[config.mk]
export PLATFORM = sky130hd
export DESIGN_NAME = vxu_enq_queues
export DESIGN_NICKNAME = d
export VERILOG_FILES = /design/src/rtl/vxu_enq_pkg.sv /design/src/rtl/vxu_enq_fifo.sv /design/src/rtl/vxu_enq_queues.sv
export SDC_FILE = /design/constraint.sdc
export NUM_CORES = 1
export LEC_CHECK = 0
export ABC_AREA = 0
export BUFFER_PORTS_ARGS = -buffer_cell sky130_fd_sc_hd__buf_2
export CORE_MARGIN = 2
export CORE_UTILIZATION = 50
export CTS_CLUSTER_DIAMETER = 50
export CTS_CLUSTER_SIZE = 14
export DETAILED_ROUTE_END_ITERATION = 6
export GPL_TIMING_DRIVEN = 0
export MAX_ROUTING_LAYER = met4
export PLACE_DENSITY_LB_ADDON = 0.3
export SYNTH_ARGS = -nofsm -noshare
export SYNTH_HDL_FRONTEND = slang
export SYNTH_SLANG_ARGS = --single-unit
[constraint.sdc]
create_clock -name clk -period 7.4 [get_ports clk]
set_clock_uncertainty 0.15 [all_clocks]
set_input_delay 0.37 -clock clk [delete_from_list [all_inputs] [get_ports clk]]
set_output_delay 0.37 -clock clk [all_outputs]
set_load 0.02 [all_outputs]
[src/rtl/vxu_enq_pkg.sv]
// Shared defaults for the vector enqueue stage.
//   DEF_CMD_W / DEF_IMM_W           : command word and immediate widths
//   DEF_CMDQ_DEPTH / DEF_XIMM1Q_DEPTH : FIFO entry counts (>= 2, any integer)
//   count_width()                   : bits needed to hold an occupancy of 0..depth
package vxu_enq_pkg;

    localparam int DEF_CMD_W        = 20;
    localparam int DEF_IMM_W        = 64;
    localparam int DEF_CMDQ_DEPTH   = 4;
    localparam int DEF_XIMM1Q_DEPTH = 4;

    function automatic int count_width(input int depth);
        return $clog2(depth + 1);
    endfunction

endpackage

[src/rtl/vxu_enq_fifo.sv]
// Circular-buffer FIFO with explicit pointer wrap, so DEPTH need not be a
// power of two. No flow-through: an entry written this cycle is visible at
// the head the next cycle.
//   clk, reset          : clock, synchronous active-high reset
//   enq_valid/enq_bits  : write request and data (ignored when enq_ready is low)
//   enq_ready           : space available, from registered occupancy only
//   deq_valid/deq_ready : head present / consumer takes head
//   deq_bits            : head entry
//   count               : current occupancy
module vxu_enq_fifo
    import vxu_enq_pkg::*;
#(
    parameter int W     = 8,
    parameter int DEPTH = 4
) (
    input  logic                           clk,
    input  logic                           reset,
    input  logic                           enq_valid,
    input  logic [W-1:0]                   enq_bits,
    output logic                           enq_ready,
    output logic                           deq_valid,
    input  logic                           deq_ready,
    output logic [W-1:0]                   deq_bits,
    output logic [count_width(DEPTH)-1:0]  count
);

    localparam int PTR_W = $clog2(DEPTH);
    localparam int CNT_W = count_width(DEPTH);

    logic [W-1:0]     mem_r [DEPTH];
    logic [PTR_W-1:0] rd_ptr_r;
    logic [PTR_W-1:0] wr_ptr_r;
    logic [CNT_W-1:0] count_r;
    logic [CNT_W-1:0] count_next_s;
    logic             enq_s;
    logic             deq_s;

    // Advance a pointer, returning to zero after the last entry.
    function automatic logic [PTR_W-1:0] ptr_inc(input logic [PTR_W-1:0] p);
        logic [PTR_W-1:0] n;
        if (p == PTR_W'(DEPTH - 1)) begin
            n = {PTR_W{1'b0}};
        end else begin
            n = p + PTR_W'(1);
        end
        return n;
    endfunction

    assign enq_ready = (count_r < CNT_W'(DEPTH));
    assign deq_valid = (count_r != {CNT_W{1'b0}});
    assign enq_s     = enq_valid && enq_ready;
    assign deq_s     = deq_valid && deq_ready;
    assign deq_bits  = mem_r[rd_ptr_r];
    assign count     = count_r;

    // Occupancy update: +1 on enqueue, -1 on dequeue, unchanged on both or neither.
    always_comb begin
        count_next_s = count_r;
        case ({enq_s, deq_s})
            2'b10:   count_next_s = count_r + CNT_W'(1);
            2'b01:   count_next_s = count_r - CNT_W'(1);
            default: count_next_s = count_r;
        endcase
    end

    // Pointer and occupancy registers; reset discards all contents.
    always_ff @(posedge clk) begin
        if (reset) begin
            rd_ptr_r <= {PTR_W{1'b0}};
            wr_ptr_r <= {PTR_W{1'b0}};
            count_r  <= {CNT_W{1'b0}};
        end else begin
            count_r <= count_next_s;
            if (enq_s) begin
                wr_ptr_r <= ptr_inc(wr_ptr_r);
            end
            if (deq_s) begin
                rd_ptr_r <= ptr_inc(rd_ptr_r);
            end
        end
    end

    // Storage array; deliberately not reset since validity is tracked by count.
    always_ff @(posedge clk) begin
        if (enq_s) begin
            mem_r[wr_ptr_r] <= enq_bits;
        end
    end

endmodule

[src/rtl/vxu_enq_queues.sv]
// Command/immediate enqueue stage behind the vector decoder. One decoded
// instruction per cycle is written into the command FIFO and/or the first
// immediate FIFO. Enqueue is all-or-nothing: if any required queue is full the
// instruction is replayed and neither queue is written.
//   io_valid, io_sigs_enq_*, io_cmd, io_imm1 : decoded instruction
//   io_replay                                : instruction not accepted this cycle
//   io_cmdq_deq_*, io_ximm1q_deq_*           : independent valid/ready drain ports
//   io_cmdq_count, io_ximm1q_count           : occupancies
module vxu_enq_queues
    import vxu_enq_pkg::*;
#(
    parameter int CMD_W        = DEF_CMD_W,
    parameter int IMM_W        = DEF_IMM_W,
    parameter int CMDQ_DEPTH   = DEF_CMDQ_DEPTH,
    parameter int XIMM1Q_DEPTH = DEF_XIMM1Q_DEPTH
) (
    input  logic                                  clk,
    input  logic                                  reset,
    input  logic                                  io_valid,
    input  logic                                  io_sigs_enq_cmdq,
    input  logic                                  io_sigs_enq_ximm1q,
    input  logic [CMD_W-1:0]                      io_cmd,
    input  logic [IMM_W-1:0]                      io_imm1,
    output logic                                  io_replay,
    output logic                                  io_cmdq_deq_valid,
    input  logic                                  io_cmdq_deq_ready,
    output logic [CMD_W-1:0]                      io_cmdq_deq_bits,
    output logic                                  io_ximm1q_deq_valid,
    input  logic                                  io_ximm1q_deq_ready,
    output logic [IMM_W-1:0]                      io_ximm1q_deq_bits,
    output logic [count_width(CMDQ_DEPTH)-1:0]    io_cmdq_count,
    output logic [count_width(XIMM1Q_DEPTH)-1:0]  io_ximm1q_count
);

    logic cmdq_ready_s;
    logic ximm1q_ready_s;
    logic fire_s;
    logic cmdq_enq_s;
    logic ximm1q_enq_s;

    // Readiness comes from registered occupancy only, so a same-cycle dequeue
    // never opens space; this keeps replay identical to the decoder's equation.
    assign io_replay    = io_valid &&
                          ((io_sigs_enq_cmdq   && !cmdq_ready_s) ||
                           (io_sigs_enq_ximm1q && !ximm1q_ready_s));
    assign fire_s       = io_valid && !io_replay;
    assign cmdq_enq_s   = fire_s && io_sigs_enq_cmdq;
    assign ximm1q_enq_s = fire_s && io_sigs_enq_ximm1q;

    vxu_enq_fifo #(
        .W     (CMD_W),
        .DEPTH (CMDQ_DEPTH)
    ) u_cmdq (
        .clk       (clk),
        .reset     (reset),
        .enq_valid (cmdq_enq_s),
        .enq_bits  (io_cmd),
        .enq_ready (cmdq_ready_s),
        .deq_valid (io_cmdq_deq_valid),
        .deq_ready (io_cmdq_deq_ready),
        .deq_bits  (io_cmdq_deq_bits),
        .count     (io_cmdq_count)
    );

    vxu_enq_fifo #(
        .W     (IMM_W),
        .DEPTH (XIMM1Q_DEPTH)
    ) u_ximm1q (
        .clk       (clk),
        .reset     (reset),
        .enq_valid (ximm1q_enq_s),
        .enq_bits  (io_imm1),
        .enq_ready (ximm1q_ready_s),
        .deq_valid (io_ximm1q_deq_valid),
        .deq_ready (io_ximm1q_deq_ready),
        .deq_bits  (io_ximm1q_deq_bits),
        .count     (io_ximm1q_count)
    );

endmodule
Word-level counts from Yosys, hierarchy flattened
Memories as Yosys holds them, arrays and structs flattened. A register that Yosys moved wholly into a read port is not among the register bits.
Cells that the tools add are included.
{"block": "classes", "addsub": 8, "order_cmp": 2, "n_eq_ne": 8, "mux": 14, "n_reduce_logical": 18}
{"cell": "2-bit two-way mux", "n": 8}
{"cell": "2-bit == test, second input constant", "n": 6}
{"cell": "3-bit one-hot mux with 2 select lines", "n": 2}
{"cell": "1-bit logical AND", "n": 10}
{"cell": "2-bit by 1-bit adder with 2-bit output, second input constant", "n": 4}
{"cell": "3-bit by 1-bit adder with 3-bit output, second input constant", "n": 2}
{"cell": "3-bit < comparator, second input constant", "n": 2}
{"cell": "3-bit nonzero test", "n": 2}
{"cell": "3-bit by 1-bit subtractor with 3-bit output, second input constant", "n": 2}
{"cell": "2-bit by 1-bit == test with 1-bit output, second input constant", "n": 2}
{"cell": "1-bit two-way mux", "n": 4}
{"cell": "2-bit nonzero test", "n": 2}
{"cell": "1-bit logical NOT", "n": 3}
{"cell": "1-bit logical OR", "n": 1}
{"block": "totals", "regBits": 14, "mem_bits_rw": 336, "input_bits": 91, "output_inout_bits": 93, "word_cells": 58, "n_memories": 2}
{"memory": "u_ximm1q.mem_r", "words": 4, "word_bits": 64, "rd": 1, "rd_clocked_by_memory_dff": 1, "wr": 1, "line_no": "vxu_enq_fifo.sv:30", "source": "logic [W-1:0] mem_r [DEPTH];"}
{"memory": "u_cmdq.mem_r", "words": 4, "word_bits": 20, "rd": 1, "rd_clocked_by_memory_dff": 1, "wr": 1, "line_no": "vxu_enq_fifo.sv:30"}

Depth between registers and ports, before layout
Gate-level depths: netlist of the first run.
{"block": "depth", "ltp_word": 11, "depth_mapped": 9, "mapped_depth_nobuf": 9}

By module
A second synthesis of the first run with hierarchy kept.
{"block": "hier_totals", "cells_unflattened": 545, "hier_area_um2": 13182.6}
{"mod": "vxu_enq_fifo at u_ximm1q", "instances": 1, "cells_per_inst": 385, "area_per_inst_um2": 9778.1, "seq_area_each_um2": 7867.5}
{"mod": "vxu_enq_fifo at u_cmdq", "instances": 1, "cells_per_inst": 155, "area_per_inst_um2": 3367.0, "seq_area_each_um2": 2582.5}
{"mod": "vxu_enq_queues", "instances": 1, "cells_per_inst": 5, "area_per_inst_um2": 37.5, "seq_area_each_um2": 0.0}

Worst setup path before layout of the first run
No wires, ideal clock.
{"block": "synth_timing", "kind": "reg-to-reg", "from": "reg u_ximm1q.count_r[2] (netlist: u_ximm1q.count[2])", "to": "mem u_ximm1q.mem_r[0][0] in the netlist's numbering, enable pin", "setup_time_ps": 429, "arrival_ps": 2296, "t_required_ps": 6821, "setup_slack_ps": 4525, "stages_incl_launch_ff": 3, "path_buffers": 0, "synth_period_minus_slack_ps": 2875, "cell_sequence": "dfxtp_1 -> and3b_1 -> and3_1"}
{"block": "synth_via", "elab_chain_len": 11}
{"element": "start, declared", "line_no": "vxu_enq_fifo.sv:33", "source": "logic [CNT_W-1:0] count_r;"}
{"element": "start signal, assigned", "line_no": "vxu_enq_fifo.sv:71", "source": "count_r <= {CNT_W{1'b0}};"}
{"element": "start signal, assigned", "line_no": "vxu_enq_fifo.sv:73", "source": "count_r <= count_next_s;"}
{"element": "3-bit < comparator *", "line_no": "vxu_enq_fifo.sv:49", "source": "assign enq_ready = (count_r < CNT_W'(DEPTH));"}
{"element": "1-bit logical NOT", "line_no": "vxu_enq_queues.sv:45", "source": "(io_sigs_enq_ximm1q && !ximm1q_ready_s));"}
{"element": "1-bit logical AND", "line_no": "vxu_enq_queues.sv:45"}
{"element": "1-bit logical OR", "line_no": "vxu_enq_queues.sv:44", "source": "((io_sigs_enq_cmdq && !cmdq_ready_s) ||"}
{"element": "1-bit logical AND", "line_no": "vxu_enq_queues.sv:43", "source": "assign io_replay = io_valid &&"}
{"element": "1-bit logical NOT", "line_no": "vxu_enq_queues.sv:46", "source": "assign fire_s = io_valid && !io_replay;"}
{"element": "1-bit logical AND", "line_no": "vxu_enq_queues.sv:46"}
{"element": "1-bit logical AND", "line_no": "vxu_enq_queues.sv:48", "source": "assign ximm1q_enq_s = fire_s && io_sigs_enq_ximm1q;"}
{"element": "1-bit logical AND *", "line_no": "vxu_enq_fifo.sv:51", "source": "assign enq_s = enq_valid && enq_ready;"}
{"element": "1-bit two-way mux *", "line_no": "vxu_enq_fifo.sv:85", "source": "if (enq_s) begin"}
{"element": "1-bit two-way mux (implied by the code) *", "line_no": "vxu_enq_fifo.sv:86", "source": "mem_r[wr_ptr_r] <= enq_bits;"}
{"element": "end, declared", "line_no": "vxu_enq_fifo.sv:30"}
Mark *: on every way between the ends. The rest lies on a longest branch, timed or not.

Final worst setup path of the first run
{"block": "layout_timing", "from": "reg u_ximm1q.count_r[2] (netlist: u_ximm1q.count[2])", "to": "reg u_ximm1q.count_r[2] (netlist: u_ximm1q.count[2])"}
{"block": "layout_via", "elab_chain_len": 11, "word_cells_on_any_way": 17, "cone_classes": "add/sub (2); order compare (1); eq/ne (2); mux (1); reduce/logical (11)"}
{"element": "3-bit < comparator", "line_no": "vxu_enq_fifo.sv:49"}
{"element": "1-bit logical NOT", "line_no": "vxu_enq_queues.sv:45"}
{"element": "1-bit logical AND", "line_no": "vxu_enq_queues.sv:45"}
{"element": "1-bit logical OR", "line_no": "vxu_enq_queues.sv:44"}
{"element": "1-bit logical AND", "line_no": "vxu_enq_queues.sv:43"}
{"element": "1-bit logical NOT", "line_no": "vxu_enq_queues.sv:46"}
{"element": "1-bit logical AND", "line_no": "vxu_enq_queues.sv:46"}
{"element": "1-bit logical AND", "line_no": "vxu_enq_queues.sv:48"}
{"element": "1-bit logical AND", "line_no": "vxu_enq_fifo.sv:51"}
{"element": "2-bit by 1-bit == test with 1-bit output / 2-bit == test (equally long branches)", "line_no": "vxu_enq_fifo.sv:59", "source": "case ({enq_s, deq_s})"}
{"element": "3-bit one-hot mux with 2 select lines / 2-bit nonzero test (equally long branches)"}
Several ways; a longest one is shown, not always the timed one.
A chain may end at the register's enable or synchronous reset.

==> impl_metrics.py, run 1 <==
metrics = {
    "cells_and_area": {
        "fin_nets": 954,
        "area_delta_synth_final_pct": 25.4,
        "layout.cells.non_filler": 1207,
        "final_area_mm2": 0.0165,
        "layout-drive-gt1-share": 0.379,
    },
    "clock_network": {
        "cts_sinks": 354,
        "cts-resized-gates": 0,
        "cts_tree": "done",
        "cts_buffer_depth": 3,
        "clkSlewWorstSetupHoldPaths_ps": 60,
        "cts_hold_buf": 84,
        "cts_buffers": 34,
        "cts_max_level": 2,
        "post_cts_buffers": 0,
        "root_buffer": "clkbuf_16",
        "clk_latency_ps": 490,
    },
    "synth": {
        "synth_area_leader_cell": "edfxtp_1",
        "synthAdderAreaFrac": 0.0145,
        "synth-seq-cells": 354,
        "synth_compound_gate_area_share": 0.00780,
        "synthCells": 543,
        "synth.top_cell.area_share": 0.767,
        "synth_fp_nets": 648,
        "yosys.area_share.simple": 0.0152,
        "ys_types": 28,
        "synth_top_family_by_area": "multiplexers",
        "synth_area_per_cell_um2": 24.2,
        "synth_area_mm2": 0.0131,
        "synth_xor_xnor_area_share": 0.00266,
        "ys_seq_area_frac": 0.795,
        "muxShareOfSynthArea": 0.147,
        "synth_area_leaders": "edfxtp_1 77%, mux4_2 14%, dfxtp_1 2.7%, ha_1 1.1%, buf_12 0.91%",
        "ys_warn_count": 0,
    },
    "critical_path": {
        "path_common_cell": "inv_1",
        "slowest_stage": "dfxtp_1",
        "cp-end-kind": "flop",
        "crit_chain": "and3b_1, and2_1, inv_1, ha_1, inv_1, fa_1, xor2_1, or3_1, a21oi_1",
        "ff2ff_path_depth": 9,
        "cp.required_ps": 7670,
        "critPathKind": "reg2reg",
        "worst_setup_path_start_kind": "flop",
        "crit_arrival_ps": 2770,
        "critPathMaxFanout": 7,
        "slowest_delay_ps": 450,
    },
    "drt": {
        "routed_wl_mm": 24.6,
        "dr.pass1.iters": 6,
        "wl_per_cell_um": 20.4,
        "routed-via-count": 6536,
        "route.detailed.drc": 0,
        "drtAntennaViolNets": 0,
        "via_per_inst": 5.42,
        "dr.first_iter.drc_count": 513,
    },
    "floorplan": {
        "io_pins": 184,
        "die_area_mm2": 0.0276,
        "coreArea_mm2": 0.0259,
        "die_w_um": 166,
        "initial_core_util": 0.507,
        "row_count": 59,
        "die_height_um": 166,
    },
    "place": {
        "placedCellCount": 1064,
        "post-place-ws_ps": 4920,
        "place_hpwl_mm": 15.2,
        "place_area_mm2": 0.0146,
        "routabilityCongestion": 0.761,
        "io_buffer_count": 182,
    },
    "timing": {
        "fmax_ghz": 0.400,
        "rsz0062_at_grt": "no",
        "tightest_slew_ps": 1060,
        "drv_slew": 0,
        "final.setup.tns_ps": 0,
        "maxSlewHeadroom": 0.293,
        "setup_slack_ps": 4900,
        "hold_violations": 0,
        "min_period_ps": 2500,
        "fin_crit_sh": 0.337,
        "setup_violations": 0,
    },
    "job": {
        "cap_violations": 0,
    },
    "power_and_ir_drop": {
        "pwr-share-seq": 0.461,
        "p_clk_frac": 0.315,
        "ir_drop_v": 0.000218,
        "p_switching_mw": 1.34,
        "p_per_area_mw_per_mm2": 309,
        "finalPower_mw": 5.09,
        "swShare": 0.264,
        "combPwrFrac": 0.225,
        "static-leakage-power_nw": 5.67,
        "internal-power_mw": 3.75,
    },
    "min_path": {
        "hold_path_depth": 4,
        "hold_path.class": "in2reg",
    },
    "global_routing": {
        "antenna_found_initial": 2,
        "grt_max_degree": 46,
        "grt.overflow.total": 0,
        "track_usage": 0.185,
        "first_global_vias": 7100,
        "grt_pass1_wl_mm": 38.4,
    },
    "outcome": {
        "status": "completed",
    },
}
==> flip-flops by register name, summed over array words and instances, names as in the netlist, named ones only <==
register	flops
u_ximm1q.mem_r	256
u_ximm1q.count	3
u_cmdq.wr_ptr_r	2
u_cmdq.count	3
u_cmdq.rd_ptr_r	2
u_ximm1q.wr_ptr_r	2
u_cmdq.mem_r	80
u_ximm1q.rd_ptr_r	2
==> layout by cell type, fill, tap and decap left out <==
cell           netlist  routed
o31ai_1              4       4
inv_6                0       3
clkbuf_1             4      16
nand2_1              4       4
diode_2              0       2
mux4_2              80      80
dlygate4sd3_1        0      84
inv_1               14      14
buf_16               0       4
buf_6                1       1
and3b_1              2       2
bufinv_16            0       1
clkinv_1             0       3
buf_12               6       6
nand3_1              2       2
buf_2                8     190
fa_1                 2       2
o31ai_2              2       2
ha_1                12      12
a21oi_1              6       6
a21boi_0             1       1
dfxtp_1             18      18
and2_1               2       2
clkinv_8             0       1
and3_4               0       4
nor2_1               8       8
or3_1                6       6
mux2i_1              2       2
clkbuf_16            0      35
inv_8                0       1
clkbuf_2             1       1
nor3_1               2       2
clkbuf_8             0       1
nand4b_1             2       2
edfxtp_1           336     336
o21ai_0              2       2
xor2_1               4       4
mux4_1               4       4
and3_1               8       4
==> per-layer routing <==
metal,share of wire,GRT usage,vias up
met2,0.52,0.309,213
met4,0.020,0.0488,0
met5,0,-,-
met3,0.063,0.0403,41
li1,-,-,2909
met1,0.40,0.233,3373
==> power groups by stage <==
| stage | Sequential (mW) | Combinational, mW | Clock [mW] |
|---|---|---|---|
| 6_report | 2.35 | 1.14 | 1.60 |
| 5_1_grt | 2.35 | 1.23 | 1.72 |
| 4_1_cts | 2.35 | 1.17 | 1.64 |
| 3_5_place_dp | 2.39 | 1.13 | 0 |
| 3_3_place_gp | 2.39 | 1.09 | 0 |
| 2_1_floorplan | 2.39 | 0.777 | 0 |
==> worst paths after layout <==
| kind | start | to | slack (ps) |
|---|---|---|---|
| hold reg to reg | u_cmdq.rd_ptr_r[0] | flop | 350 |
| setup / recovery | u_ximm1q.count[2] | u_ximm1q.count[2] | 4900 |
| setup reg to reg | u_ximm1q.count[2] | u_ximm1q.count[2] | 4900 |
| hold / removal | io_cmdq_deq_ready | flop | 130 |
==> logic make-up after synthesis <==
family / after synthesis
flip-flops: 354
multiplexers: 86
AND/OR/NAND/NOR: 36
buffers and inverters: 34
AO/OA/AOI/OAI: 15
adder cells (fa/ha/maj): 14
XOR/XNOR: 4
==> cell type report <==
| cell class | count | area, µm² |
|---|---|---|
| timing repair buffer | 270 | 1860 |
| fill | 1745 | 9430 |
| tap | 335 | 419 |
| sequential | 354 | 10500 |
| clock buffer | 48 | 935 |
| clock inverter | 9 | 95.1 |
| buffer | 20 | 191 |
| antenna | 2 | 5.00 |
| inverter | 14 | 52.6 |
| multi-input combinational | 155 | 2470 |
==> per-stage QoR <==
step                       util  hold slack [ps]
after floorplan               -              313
after global placement    0.559              326
after detailed placement  0.564              359
after CTS                 0.636              112
after global routing      0.636              153
final                     0.636              127
==> cells in the mapped netlist <==
master and number:
a21boi_0 1, a21oi_1 6, and2_1 2, and3_1 8
and3b_1 2, buf_12 6, buf_2 8, buf_6 1
clkbuf_1 4, clkbuf_2 1, dfxtp_1 18, edfxtp_1 336
fa_1 2, ha_1 12, inv_1 14, mux2i_1 2
mux4_1 4, mux4_2 80, nand2_1 4, nand3_1 2
nand4b_1 2, nor2_1 8, nor3_1 2, o21ai_0 2
o31ai_1 4, o31ai_2 2, or3_1 6, xor2_1 4
==> critical path: cells and delay by family (launching register included) <==
kind | cells | cell delay, ps
simple gates | 3 | 830
fa+ha+maj | 2 | 550
flops | 1 | 450
xor+xnor | 1 | 160
compound gates | 1 | 150
buf+inv | 2 | 120
(Power assumes the default switching activity.)
==> run 2: changes to the inputs <==
--- a/config.mk
+++ b/config.mk
@@ -5,7 +5,7 @@
 export SDC_FILE = /design/constraint.sdc
 export NUM_CORES = 1
 export LEC_CHECK = 0
-export ABC_AREA = 0
+export ABC_AREA = 1
 export BUFFER_PORTS_ARGS = -buffer_cell sky130_fd_sc_hd__buf_2
 export CORE_MARGIN = 2
 export CORE_UTILIZATION = 50
==> constraint.sdc (replaced) <==
create_clock -name clk -period 2.1 [get_ports clk]
set_clock_uncertainty 0.15 [all_clocks]
set_input_delay 0.105 -clock clk [delete_from_list [all_inputs] [get_ports clk]]
set_output_delay 0.105 -clock clk [all_outputs]
set_load 0.02 [all_outputs]
==> impl_metrics.py, run 2 <==
metrics = {
    "clock_network": {
        "clkSlewWorstSetupHoldPaths_ps": 60,
        "cts_buffers": 34,
        "clk_latency_ps": 500,
        "cts_tree": "done",
        "cts_buffer_depth": 3,
        "root_buffer": "clkbuf_16",
        "cts_max_level": 2,
        "cts_sinks": 354,
    },
    "global_routing": {
        "track_usage": 0.230,
        "first_global_vias": 8824,
        "grt.overflow.total": 0,
        "grt_pass1_wl_mm": 48.2,
        "antenna_found_initial": 1,
        "grt_max_degree": 26,
    },
    "synth": {
        "ys_seq_area_frac": 0.778,
        "synth_edf_count": 336,
        "synth_area_leaders": "edfxtp_1 75%, nor2_1 5.5%, o21ai_0 4.3%, o22ai_1 3.9%, dfxtp_1 2.7%",
        "synth_area_per_cell_um2": 14.2,
        "synth_fp_nets": 1051,
        "synth_area_mm2": 0.0134,
        "async_reset_ff_frac": 0,
        "synth_most_common_cell": "edfxtp_1",
        "synth_commonest_cells": "336 x edfxtp_1, 196 x nor2_1, 116 x o21ai_0",
        "synth.top_cell.area_share": 0.751,
        "synthCells": 946,
        "synth_area_leader_cell": "edfxtp_1",
        "ys_types": 25,
        "synth-seq-cells": 354,
        "ys_warn_count": 0,
        "ys.flop_type": "edfxtp_1",
    },
    "power_and_ir_drop": {
        "combPwrFrac": 0.365,
        "pwr-share-seq": 0.376,
        "static-leakage-power_nw": 6.52,
        "finalPower_mw": 22.3,
        "p_switching_mw": 7.73,
        "internal-power_mw": 14.6,
        "ir_drop_v": 0.000889,
        "swShare": 0.346,
        "p_clk_frac": 0.259,
        "p_per_area_mw_per_mm2": 1260,
    },
    "cells_and_area": {
        "layout-drive-gt1-share": 0.293,
        "reg_top3": "u_ximm1q.mem_r: 256 flops, u_cmdq.mem_r: 80 flops",
        "final_core_util": 0.677,
        "area_delta_synth_final_pct": 32.2,
        "largest_reg_flops": 256,
        "layout_common_cells": "336 x edfxtp_1, 184 x nor2_1, 167 x buf_2, 109 x o21ai_0, 90 x dlygate4sd3_1",
        "final_common_cell": "edfxtp_1",
        "top_register": "u_ximm1q.mem_r",
        "fin_nets": 1391,
    },
    "drt": {
        "dr.pass1.iters": 5,
        "routed_wl_mm": 32.1,
        "routed-via-count": 8957,
        "drtAntennaViolNets": 0,
        "dr.first_iter.drc_count": 750,
        "wl_per_cell_um": 19.6,
        "via_per_inst": 5.46,
        "route.detailed.drc": 0,
    },
    "place": {
        "io_buffer_count": 183,
        "routabilityCongestion": 0.768,
        "post-place-ws_ps": -267,
        "place_hpwl_mm": 18.5,
    },
    "critical_path": {
        "crit_arrival_ps": 2090,
        "cp-end-kind": "flop",
        "critPathMaxFanout": 20,
        "worst_setup_path_start_kind": "flop",
        "cp.required_ps": 2070,
        "critPathKind": "reg2reg",
    },
    "timing": {
        "hold_violations": 0,
        "drv_slew": 0,
        "maxSlewHeadroom": 0.259,
        "fin_crit_sh": 1.01,
        "tightest_slew_ps": 1110,
        "min_period_ps": 2120,
        "setup_violations": 30,
        "rsz0062_at_grt": "yes",
        "fmax_ghz": 0.471,
        "setup_slack_ps": -21.0,
        "holdWs_ps": 14.6,
        "final.setup.tns_ps": -363,
    },
    "floorplan": {
        "row_count": 59,
        "io_pins": 184,
        "coreArea_mm2": 0.0262,
        "die_w_um": 168,
        "die_area_mm2": 0.0282,
        "die_height_um": 168,
        "initial_core_util": 0.512,
    },
    "outcome": {
        "status": "complete, but fails checks",
        "violations": "negative setup slack",
    },
    "job": {
        "cap_violations": 0,
    },
    "min_path": {
        "hold_path.class": "in2reg",
    },
}
-- run 2: metrics by stage --
stage / cell area (µm²) / instances
floorplan: 13500 / 946
CTS: 17300 / 1628
global route: 17800 / 1639
detailed placement: 15000 / 1473
finish: 17800 / 1639
global placement: 14800 / 1464
-- run 2: area by class of cell --
class	count	area, µm²
Sequential cell	354	10500
Fill cell	1738	8450
Multi-Input combinational cell	509	2830
Timing Repair Buffer	302	2370
Clock buffer	43	916
Buffer	54	510
Tap cell	335	419
Inverter	31	133
Clock inverter	10	116
Antenna cell	1	2.50
-- run 2: critical path, cell delays in order, from the launching register on --
cell	delay [ps]
dfxtp_2	330
inv_1	150
nand4_4	220
nor2_2	890
-- run 2: cell families (layout without fill, tap and decap cells) --
logic type | count (synthesis) | in the layout | share of synthesized area
flops | 354 | 354 | 0.778
compound gates | 263 | 263 | 0.106
fa+ha+maj | 14 | 14 | 0.0142
other cells | 0 | 1 | 0
buf+inv | 85 | 440 | 0.0336
simple gates | 230 | 232 | 0.0675
-- run 2: power groups by stage --
stage | logic (mW) | registers [mW] | clock network [mW]
final | 8.16 | 8.41 | 5.78
after global routing | 8.73 | 8.44 | 6.13
after CTS | 7.49 | 8.40 | 5.88
after detailed placement | 6.86 | 8.54 | 0
after global placement | 6.70 | 8.55 | 0
after floorplan | 4.31 | 8.57 | 0
-- run 2: layer usage --
| layer | vias up | part of all wire | wire, µm | track usage |
|---|---|---|---|---|
| li1 | 4198 | - | - | - |
| met1 | 4357 | 0.41 | 13200 | 0.290 |
| met2 | 315 | 0.49 | 15700 | 0.374 |
| met3 | 87 | 0.063 | 2030 | 0.0404 |
| met4 | 0 | 0.036 | 1160 | 0.0922 |
| met5 | - | 0 | 0 | - |
-- run 2: worst paths after layout --
check / startpoint / to / slack, ps / depth (start not counted)
max: u_cmdq.count[2] / u_cmdq.mem_r[2][6] / -20 / 3
min: io_valid / u_ximm1q.wr_ptr_r[1] / 10 / 4
max reg2reg: u_cmdq.count[2] / u_cmdq.mem_r[2][6] / -20 / 3
min reg2reg: u_ximm1q.count[0] / u_ximm1q.count[0] / 330 / 1
-- run 2: repair_timing --
action	in CTS	in global routing
endpoints found under the hold margin	354	1
cloned	4	2
hold buffers	89	1
pin swaps	11	11
setup buffers	9	7
setup endpoints to repair	280	192
gates resized for setup	64	107
